### src/rtl/led_pattern_gen.sv
// Multi-channel LED pattern generator: OFF / ON / BLINK / BREATHE per channel, shared PWM.
// Define LED_BREATHE_EN to build the BREATHE ramp; without it mode 3 behaves as ON.
module led_pattern_gen #(
  parameter int          N_CH      = 4,
  parameter int          PWM_BITS  = 8,
  parameter int          TICK_BITS = 27,
  parameter logic [1:0]  RST_MODE  = 2'd2,
  localparam int         CH_W      = (N_CH > 1) ? $clog2(N_CH) : 1
) (
  input  logic                osc_clk,
  input  logic                RST_N,
  input  logic                cfg_valid,
  output logic                cfg_ready,
  input  logic [CH_W-1:0]     cfg_ch,
  input  logic [1:0]          cfg_mode,
  input  logic [PWM_BITS-1:0] cfg_level,
  output logic                cfg_err,
  output logic                tick,
  output logic [N_CH-1:0]     led
);

  // state | meaning
  // IDLE  | ready to accept a config write
  // APPLY | previous write being applied; cfg_ready low for this cycle
  typedef enum logic {IDLE, APPLY} cfg_state_t;

  localparam logic [1:0] MODE_OFF     = 2'd0;
  localparam logic [1:0] MODE_ON      = 2'd1;
  localparam logic [1:0] MODE_BLINK   = 2'd2;
  localparam logic [1:0] MODE_BREATHE = 2'd3;

  cfg_state_t           state, state_nxt;
  logic [TICK_BITS-1:0] presc;
  logic [PWM_BITS-1:0]  pwm_cnt;
  logic [1:0]           mode  [N_CH];
  logic [PWM_BITS-1:0]  level [N_CH];
  logic [PWM_BITS-1:0]  duty  [N_CH];
  logic [N_CH-1:0]      phase;
  logic [N_CH-1:0]      wr;
  logic [N_CH-1:0]      led_nxt;
  logic                 accept;
  logic                 ch_ok;

  always_ff @(posedge osc_clk or negedge RST_N) begin
    if (!RST_N) state <= IDLE;
    else        state <= state_nxt;
  end

  always_comb begin
    state_nxt = IDLE;
    if (state == IDLE && cfg_valid) state_nxt = APPLY;
  end

  always_comb begin
    cfg_ready = (state == IDLE);
  end

  assign accept = cfg_valid && cfg_ready;
  assign ch_ok  = 32'(cfg_ch) < 32'(N_CH);

  always_comb begin
    for (int i = 0; i < N_CH; i++) wr[i] = accept && ch_ok && (cfg_ch == CH_W'(i));
  end

  always_ff @(posedge osc_clk or negedge RST_N) begin
    if (!RST_N) begin
      presc   <= '0;
      pwm_cnt <= '0;
      tick    <= 1'b0;
      cfg_err <= 1'b0;
      led     <= '0;
    end else begin
      presc   <= presc + TICK_BITS'(1);
      pwm_cnt <= pwm_cnt + PWM_BITS'(1);
      tick    <= (presc == '1);
      cfg_err <= accept && !ch_ok;
      led     <= led_nxt;
    end
  end

  // A write to a channel overrides its tick advance in the same cycle.
  always_ff @(posedge osc_clk or negedge RST_N) begin
    if (!RST_N) begin
      for (int i = 0; i < N_CH; i++) begin
        mode[i]  <= RST_MODE;
        level[i] <= '1;
      end
      phase <= '0;
    end else begin
      for (int i = 0; i < N_CH; i++) begin
        if (wr[i]) begin
          mode[i]  <= cfg_mode;
          level[i] <= cfg_level;
          phase[i] <= 1'b0;
        end else if (tick) begin
          phase[i] <= ~phase[i];
        end
      end
    end
  end

`ifdef LED_BREATHE_EN
  logic [PWM_BITS-1:0] ramp [N_CH];
  logic [N_CH-1:0]     dir_dn;

  always_ff @(posedge osc_clk or negedge RST_N) begin
    if (!RST_N) begin
      for (int i = 0; i < N_CH; i++) ramp[i] <= '0;
      dir_dn <= '0;
    end else begin
      for (int i = 0; i < N_CH; i++) begin
        if (wr[i]) begin
          ramp[i]   <= '0;
          dir_dn[i] <= 1'b0;
        end else if (tick && mode[i] == MODE_BREATHE && level[i] != '0) begin
          if (!dir_dn[i]) begin
            ramp[i] <= ramp[i] + PWM_BITS'(1);
            if (ramp[i] + PWM_BITS'(1) == level[i]) dir_dn[i] <= 1'b1;
          end else begin
            ramp[i] <= ramp[i] - PWM_BITS'(1);
            if (ramp[i] - PWM_BITS'(1) == '0) dir_dn[i] <= 1'b0;
          end
        end
      end
    end
  end
`endif

  always_comb begin
    for (int i = 0; i < N_CH; i++) begin
      duty[i] = '0;
      case (mode[i])
        MODE_OFF:     duty[i] = '0;
        MODE_ON:      duty[i] = level[i];
        MODE_BLINK:   duty[i] = phase[i] ? level[i] : '0;
`ifdef LED_BREATHE_EN
        MODE_BREATHE: duty[i] = ramp[i];
`else
        MODE_BREATHE: duty[i] = level[i];
`endif
        default:      duty[i] = '0;
      endcase
      led_nxt[i] = pwm_cnt < duty[i];
    end
  end

endmodule

### config.mk
export PLATFORM = sky130hd
export DESIGN_NAME = led_pattern_gen
export DESIGN_NICKNAME = d
export VERILOG_FILES = /design/src/rtl/led_pattern_gen.sv
export SDC_FILE = /design/constraint.sdc
export NUM_CORES = 1
export LEC_CHECK = 0
export ABC_AREA = 1
export BUFFER_PORTS_ARGS = -buffer_cell sky130_fd_sc_hd__clkbuf_2
export CORE_MARGIN = 5
export CORE_UTILIZATION = 65
export DETAILED_ROUTE_END_ITERATION = 10
export PLACE_DENSITY = 0.91
export SLEW_MARGIN = 10
export SYNTH_ARGS = -nofsm -noshare
export SYNTH_HDL_FRONTEND = slang
export SYNTH_SLANG_ARGS = --single-unit
### constraint.sdc
create_clock -name osc_clk -period 2.25 [get_ports osc_clk]
set_clock_uncertainty 0.05 [all_clocks]
set_input_delay 0.45 -clock osc_clk [delete_from_list [all_inputs] [get_ports osc_clk]]
set_output_delay 0.45 -clock osc_clk [all_outputs]
set_load 0.02 [all_outputs]
==> impl_metrics.toml, run 1 <==
[outcome]
status = "finished, final reports clean"

[yosys]
ys_warn_count = 0
synth_nets = 546
seq_area_frac_synth_pct = 49.18
ys_ff_latch = 85
syn_inst = 501
syn_area_um2 = 4417
ys_types = 28
syn_area_per_cell_um2 = 8.816

[global_route]
grt_pass1_vias = 3265
grt_pass1_wl_mm = 15.41
track_usage_pct = 22.97
grt_max_degree = 56
overflow = 0
antenna_found_initial = 0

[die]
rows = 30
initial_core_util_pct = 65.74
die_w_um = 92.43
pin_count = 22
fp.dieArea_um2 = 8543
die_h_um = 92.43
core_area_um2 = 6719

[route]
wl_mm = 8.936
drt_first_pass_iters = 6
routed-via-count = 3364
via_per_inst = 5.506
drtIter0Drc = 258
drtAntennaViolNets = 0
wl_per_cell_um = 14.63
drcViolationCount = 0

[pwr]
power.internal_mw = 2.532
power.net_switching_uw = 958.7
p_sw_share_pct = 27.46
p_per_area_nw_per_um2 = 729.0
p_leak_nw = 2.320
comb_power_share_pct = 15.9
clkPwrFrac_pct = 30.4
seq_power_share_pct = 53.6
peakVddDrop_mv = 0.4063

[finish]
utilization_pct = 71.27
nNetsFinal = 571
fill_cells = 489
diodes = 0
layout-drive-gt1-share_pct = 19.21
layout-area-overhead-vs-synth_pct = 8.414
fin_cells = 611

[timing]
rsz0062_at_grt = "no"
relSlewSlack_pct = 47.26
fin_crit_sh_pct = 77.22
fin_crit_ps = 1737
hold_viol_final = 0
holdWs_ps = 281.8
fin_tns_setup_ps = 0
setup_viol = 0
slew_viol_final = 0
max_clock_freq_mhz = 575.6
tightest_slew_ps = 788.9

[cts]
numCtsBuffers = 9
cts_root_buf = "clkbuf_8"
clkSlewWorstSetupHoldPaths_ps = 80
cts.path.max_buffers = 2
clock_sinks = 85
htreeDepth = 3
cts_tree = "built"
insertion_delay_ps = 360

[setup_path]
critPathKind = "reg -> reg"
cp_common_cell = "nand2_1"
path_cells = "nand2_1 > nand2_1 > nand2_1 > ha_1 > a21oi_1 > nand2_1 > a21oi_1"
end_kind = "register"
worstPathMaxFanout = 8
r2r-start = "mode[1]"
setup.worst_path.start = "mode[1]"
cp_slowest_cell = "dfstp_2"
critical_path.max_stage_delay_ps = 530
worstPathArrival_ps = 1960
cp.required_ps = 2480
critPathLaunchType = "register"

[worst_hold_path]
min_from = "cfg_level[0]"
hp-class = "in -> reg"

[run]
cap_viol_max_count = 0

[placement]
place_inst = 594
gp_congestion = 0.8995
hpwl_mm = 6.564
io_buffers = 20
[critical path: cells and delay by family (launching register included)]
kind	cells	cell delay (ps)
adder cells (fa/ha/maj)	1	300
AO/OA/AOI/OAI	2	300
AND/OR/NAND/NOR	4	470
flip-flops	1	530
[per-layer routing]
metal	part of all wire (%)	track usage, %	wire, um	up-vias
met4	1.8	10.27	160	0
met3	5.4	3.981	483	11
met2	47	35.41	4199	106
met5	0	0	0	-
met1	46	31.90	4093	1587
li1	-	-	-	1660
[placed cells by master, fill, tap and decap left out, drive strengths merged]
cell	synthesis	layout
buf	3	2
nor2	33	33
a31oi	2	2
nand4	11	11
clkbuf	5	33
nand3	14	14
nor3	10	10
conb	1	1
a21oi	16	16
nand2	166	166
o21ai	44	44
bufinv	0	1
dfrtp	49	49
nand3b	4	4
inv	52	52
ha	30	30
dlygate4sd3	0	1
xor2	14	14
dfstp	36	36
clkinv	0	1
xnor2	11	11
[cell type report]
class                           count  area, um^2  area share [%]
Multi-Input combinational cell    356        2001           41.78
Sequential cell                    85        2172           45.36
Tap cell                           80       100.1           2.090
Inverter                           52       195.2           4.076
Clock buffer                       14       152.6           3.188
Timing Repair Buffer               22       132.6           2.770
Clock inverter                      2       35.03          0.7316
[path summary, 6_finish.rpt]
check / end / slack (ps) / cells past startpoint
max: led[3] / 510 / 7
min: level[8] / 280 / 3
max in group asynchronous: mode[7] / 960 / 3
min reg2reg: level[7] / 420 / 2
max reg2reg: led[3] / 510 / 7
min in group asynchronous: pwm_cnt[7] / 520 / 2
[synthesized netlist by cell type, drive strengths merged]
cell type  number  share of area, %
inv            52               4.4
conb            1             0.085
a21oi          16               1.8
nand3b          4              0.68
nor3           10               2.2
nor2           33               3.4
a31oi           2              0.28
dfrtp          49                28
nand2         166                14
clkbuf          5              0.42
nand4          11               1.6
xnor2          11               2.2
dfstp          36                21
nand3          14               1.8
ha             30               8.5
buf             3              0.68
xor2           14               2.8
o21ai          44               5.7
[through the flow]
step                      total power, mW  cell area, um^2  worst slack [ps]
after floorplan                     2.261             4417             772.9
after global placement              2.409             4591             578.8
after detailed placement            2.452             4591             495.0
after CTS                           3.508             4788             494.1
after global routing                3.693             4788             347.5
final                               3.491             4788             512.6
[flip-flops by register name, indices dropped and copies added, names as in the netlist]
register	flops
led	4
level	32
mode	8
phase	4
presc	27
pwm_cnt	8
state	1
tick	1
[logic make-up (layout without fill, tap and decap cells)]
logic type / count (synthesis) / in the layout / share of synthesized area, %
simple gates: 238 / 238 / 23.99
flops: 85 / 85 / 49.18
compound gates: 62 / 62 / 7.762
buf+inv: 60 / 90 / 5.524
fa+ha+maj: 30 / 30 / 8.499
xor+xnor: 25 / 25 / 4.958
other cells: 1 / 1 / 0.08490
[repair_timing]
item                                   in CTS  in global routing
hold buffers                                1                  0
resized for setup                           0                  0
endpoints found under the hold margin      20                  0
buffers inserted                            0                  0
[power by group through the flow]
stage / combinational (mW) / clock [mW] / sequential [mW]
after detailed placement: 0.554 / 0 / 1.90
after floorplan: 0.356 / 0 / 1.91
final: 0.555 / 1.06 / 1.87
after global placement: 0.517 / 0 / 1.89
after global routing: 0.639 / 1.16 / 1.90
after CTS: 0.561 / 1.07 / 1.87
Note: power is estimated with default switching activity, not from simulation.
==> run 2: changes to the inputs <==
Settings changed: CORE_UTILIZATION 65 to 55, PLACE_DENSITY 0.91 to 0.83.
Clock period 2.25 ns to 1.4 ns, I/O delays scaled along.
==> run 2 against run 1 <==
Effect of this change: the run now ends with negative setup slack left; hold slack lost 170 ps; combinational power is 150% higher; via count grew 18%; global-route usage fell by 0.60 points; first-iteration DRC count increased by 38%; sequential share of layout area fell by 8.6 points; count of clock-buffer cells in the layout shrank 1; critical path depth unchanged; fmax up 9.6%; register-to-register slack worse by 700 ps; critical endpoint unchanged; largest cell class is now multi-input gates; highest routed layer unchanged.
==> impl_metrics.toml, run 2 (synthesized netlist as in run 1, its figures left out) <==
[pwr]
finalPower_mw = 6.286
peakVddDrop_mv = 0.5547
p_leak_nw = 2.810
p_per_area_nw_per_um2 = 1059

[outcome]
failed_checks = "negative setup slack"
status = "finished with violations"

[cts]
clkSlewWorstSetupHoldPaths_ps = 80
htreeDepth = 3
numCtsBuffers = 9
cts.path.max_buffers = 2
insertion_delay_ps = 360
clock_sinks = 85
cts_tree = "built"
cts_root_buf = "clkbuf_8"

[die]
initial_core_util_pct = 56.86
die_h_um = 99.61
rows = 32
core_area_um2 = 7767
pin_count = 22
fp.dieArea_um2 = 9922
die_w_um = 99.61

[global_route]
grt_pass1_wl_mm = 17.68
grt_pass1_vias = 3781
grt_max_degree = 40
antenna_found_initial = 0
track_usage_pct = 22.37
overflow = 0

[setup_path]
worstPathMaxFanout = 8
worstPathArrival_ps = 1790
cp.required_ps = 1600
end_kind = "register"
critPathLaunchType = "register"
critPathKind = "reg -> reg"

[finish]
layout-area-overhead-vs-synth_pct = 34.42
final_cell_mix = "nand2_1 (119), dfrtp_1 (43), inv_1 (40), buf_4 (38), dfstp_2 (36)"
fin_cells = 679
largest_reg_flops = 32
nNetsFinal = 617
utilization_pct = 76.43
regMostFlops = "level"
diodes = 0
top_regs = "level x32, presc x27"
layout-drive-gt1-share_pct = 44.19
final_common_cell = "nand2_1"
finalInstanceArea_um2 = 5937

[placement]
post_dp_cell_area_um2 = 4783
io_buffers = 20
place_inst = 635
place_ws_ps = -242.6
hpwl_mm = 6.626
gp_congestion = 0.8803

[timing]
setup_viol = 10
hold_viol_final = 0
max_clock_freq_mhz = 630.8
fin_ws_ps = -185.3
relSlewSlack_pct = 65.43
tightest_slew_ps = 518.5
slew_viol_final = 0
fin_crit_sh_pct = 113.2
fin_crit_ps = 1585
rsz0062_at_grt = "yes"

[route]
wl_per_cell_um = 18.77
routed-via-count = 3956
drtIter0Drc = 355
via_per_inst = 5.826
wl_mm = 12.75
drt_first_pass_iters = 5
drtAntennaViolNets = 0
drcViolationCount = 0

[run]
cap_viol_max_count = 0

[worst_hold_path]
hp-class = "in -> reg"
## run 2: changes by cell type in the layout (fill, tap and decap cells not counted), sizes merged
| cell | change |
|---|---|
| buf | +46 |
| clkbuf | -1 |
| clkinv | +1 |
## run 2: where the power goes
group	switching, mW	internal, mW	leakage (nW)
Combinational	0.848	0.526	1.70
Clock	0.886	0.925	0.104
Sequential	0.219	2.88	1.01
Total	1.95	4.33	2.81
## run 2: through the flow
step	setup TNS, ps	hold WS (ps)
2_1_floorplan	-106.2	-65.59
3_3_place_gp	-554.4	145.0
3_5_place_dp	-824.4	147.7
4_1_cts	-507.6	117.0
5_1_grt	-2313	116.9
6_report	-1121	115.3
## run 2: worst max-delay path, cell delays in order (launching register included)
cell	delay, ps
dfstp_2	560
nand2_4	70
nand2_8	140
nand2_1	90
ha_1	300
nand2_2	70
nor2_2	120
a21oi_2	70
## run 2: repair_timing
action | in CTS | in global routing
endpoints found under the hold margin | 8 | 0
pin swaps | 38 | 44
gates resized for setup | 52 | 97
setup buffers | 5 | 23
endpoints found under the setup margin | 9 | 25
hold buffers | 1 | 0
gates cloned | 0 | 0
## run 2: worst paths after layout
kind	startpoint	endpoint	slack, ps	cells past startpoint
min	cfg_ch[1]	phase[3]	120	2
max in group asynchronous	RST_N	level[17]	410	3
max reg2reg	mode[1]	led[3]	-190	7
min in group asynchronous	RST_N	led[2]	310	2
max	mode[1]	led[3]	-190	7
min reg2reg	level[16]	level[16]	430	2
## run 2: layer usage
layer | GRT usage (%) | wire length (um) | vias up
met5 | 0 | 0 | -
met2 | 36.47 | 6518 | 217
met1 | 28.22 | 4896 | 1929
met3 | 4.909 | 828 | 57
met4 | 10.92 | 505 | 0
li1 | - | - | 1753
## run 2: cell type report
type | instances | area (um^2)
multi-input cells | 356 | 2700
inverters | 52 | 197.7
repair buffers | 68 | 529.3
clock buffers | 13 | 158.9
well taps | 102 | 127.6
flip-flops and latches | 85 | 2180
fillers | 447 | 1831
clock inverters | 3 | 43.79
==> run 3: changes to the inputs <==
Settings changed: CTS_CLUSTER_SIZE set to 12, REMOVE_ABC_BUFFERS set to 1.
==> run 3 against run 2 <==
Effect of this change: the run still ends with negative setup slack left; fmax is 1.0% higher; critical path depth did not move; worst setup slack improved by 16 ps; die area did not move; first-iteration DRC count down 39%; hold slack got worse by 3.7 ps; flip-flop and latch count is the same; critical endpoint is now led[0].
==> impl_metrics.toml, run 3 (synthesized netlist as in run 1, its figures left out) <==
[cts]
htreeDepth = 3
clkSlewWorstSetupHoldPaths_ps = 90
cts.path.max_buffers = 2
numCtsBuffers = 9
cts_root_buf = "clkbuf_8"
clock_sinks = 85
insertion_delay_ps = 360
cts_tree = "built"

[pwr]
p_per_area_nw_per_um2 = 1060
peakVddDrop_mv = 0.4886
p_leak_nw = 2.694

[timing]
hold_viol_final = 0
fin_tns_setup_ps = -673.4
tightest_slew_ps = 518.6
slew_viol_final = 0
fin_ws_ps = -168.9
setup_viol = 6
fin_crit_ps = 1569
rsz0062_at_grt = "yes"
fin_crit_sh_pct = 112.1
max_clock_freq_mhz = 637.4
holdWs_ps = 111.5
relSlewSlack_pct = 65.43

[global_route]
grt_pass1_vias = 3607
antenna_found_initial = 0
track_usage_pct = 20.79
overflow = 0
grt_pass1_wl_mm = 16.54
grt_max_degree = 34

[die]
initial_core_util_pct = 56.86
die_h_um = 99.61
die_w_um = 99.61
fp.dieArea_um2 = 9922
rows = 32
pin_count = 22
core_area_um2 = 7767

[setup_path]
critPathKind = "reg -> reg"
cp.required_ps = 1610
worstPathArrival_ps = 1780
worstPathMaxFanout = 8
critPathLaunchType = "register"
end_kind = "register"

[finish]
finalInstanceArea_um2 = 5864
regMostFlops = "level"
largest_reg_flops = 32
fill_cells = 466
utilization_pct = 75.50
final_common_cell = "nand2_1"
diodes = 0
layout-drive-gt1-share_pct = 45.50
final_cell_mix = "nand2_1 (115), inv_1 (42), dfrtp_1 (40), dfstp_2 (36), buf_4 (34)"
layout-area-overhead-vs-synth_pct = 32.78
top_regs = "level x32, presc x27"
nNetsFinal = 607

[run]
cap_viol_max_count = 0

[placement]
gp_congestion = 0.8899
io_buffers = 20
hpwl_mm = 7.065
post_dp_cell_area_um2 = 4778

[outcome]
status = "finished with violations"
failed_checks = "negative setup slack"

[route]
drt_first_pass_iters = 5
drtAntennaViolNets = 0
routed-via-count = 3769
wl_per_cell_um = 17.57
drcViolationCount = 0
wl_mm = 11.75
drtIter0Drc = 217
via_per_inst = 5.634

[worst_hold_path]
hp-class = "in -> reg"
run 3: changes by cell type in the layout (fill, tap and decap cells not counted), sizes merged:
cell,before,now
buf,48,38
clkinv,2,4
bufinv,1,0
clkbuf,32,31
run 3: power breakdown:
part	internal (mW)	switching, mW	leakage (nW)	total, mW
Clock	0.797	0.916	0.103	1.71
Sequential	2.88	0.218	1.01	3.10
Combinational	0.551	0.852	1.59	1.40
run 3: worst max-delay path, cell delays in order (launching register included):
cell and delay [ps]:
dfstp_2 570, nand2_4 70, nand2_8 120, nand2_2 90, ha_4 280, nand2_2 80, o21ai_2 150, a21oi_2 50
run 3: worst paths after layout:
kind	from	end	slack [ps]	cells past startpoint
max in group asynchronous	RST_N	level[11]	400	3
setup / recovery	mode[7]	led[0]	-170	7
min in group asynchronous	RST_N	led[1]	320	2
setup reg to reg	mode[7]	led[0]	-170	7
hold / removal	cfg_mode[0]	mode[6]	110	3
hold reg to reg	level[16]	level[16]	430	2
run 3: layer usage:
metal / GRT usage, % / share of wire (%) / routed length [um]
met1: 25.31 / 38 / 4469
met2: 36.00 / 54 / 6331
met3: 3.927 / 4.7 / 548
met4: 8.929 / 3.4 / 401
met5: 0 / 0 / 0
run 3: cell type report:
type	count	area [um^2]	area share, %
Multi-Input combinational cell	356	2728	46.51
Sequential cell	85	2183	37.23
Timing Repair Buffer	58	431.7	7.361
Inverter	52	197.7	3.371
Clock buffer	12	165.2	2.816
Tap cell	102	127.6	2.176
Clock inverter	4	31.28	0.5334
run 3: stage by stage:
step                total power, mW  std cells  worst slack, ps
global placement              3.927        634           -320.8
CTS                           5.777        651           -150.1
global route                  6.507        669           -259.4
finish                        6.214        669           -168.9
detailed placement            4.008        634           -349.2
floorplan                     3.625        493           -77.11
run 3: timing repair:
item,in CTS,in global routing
hold endpoints to repair,11,0
pin swaps,25,51
resized for setup,50,108
setup endpoints to repair,9,25
gates cloned,0,0
hold buffers,1,0
buffers inserted,1,18
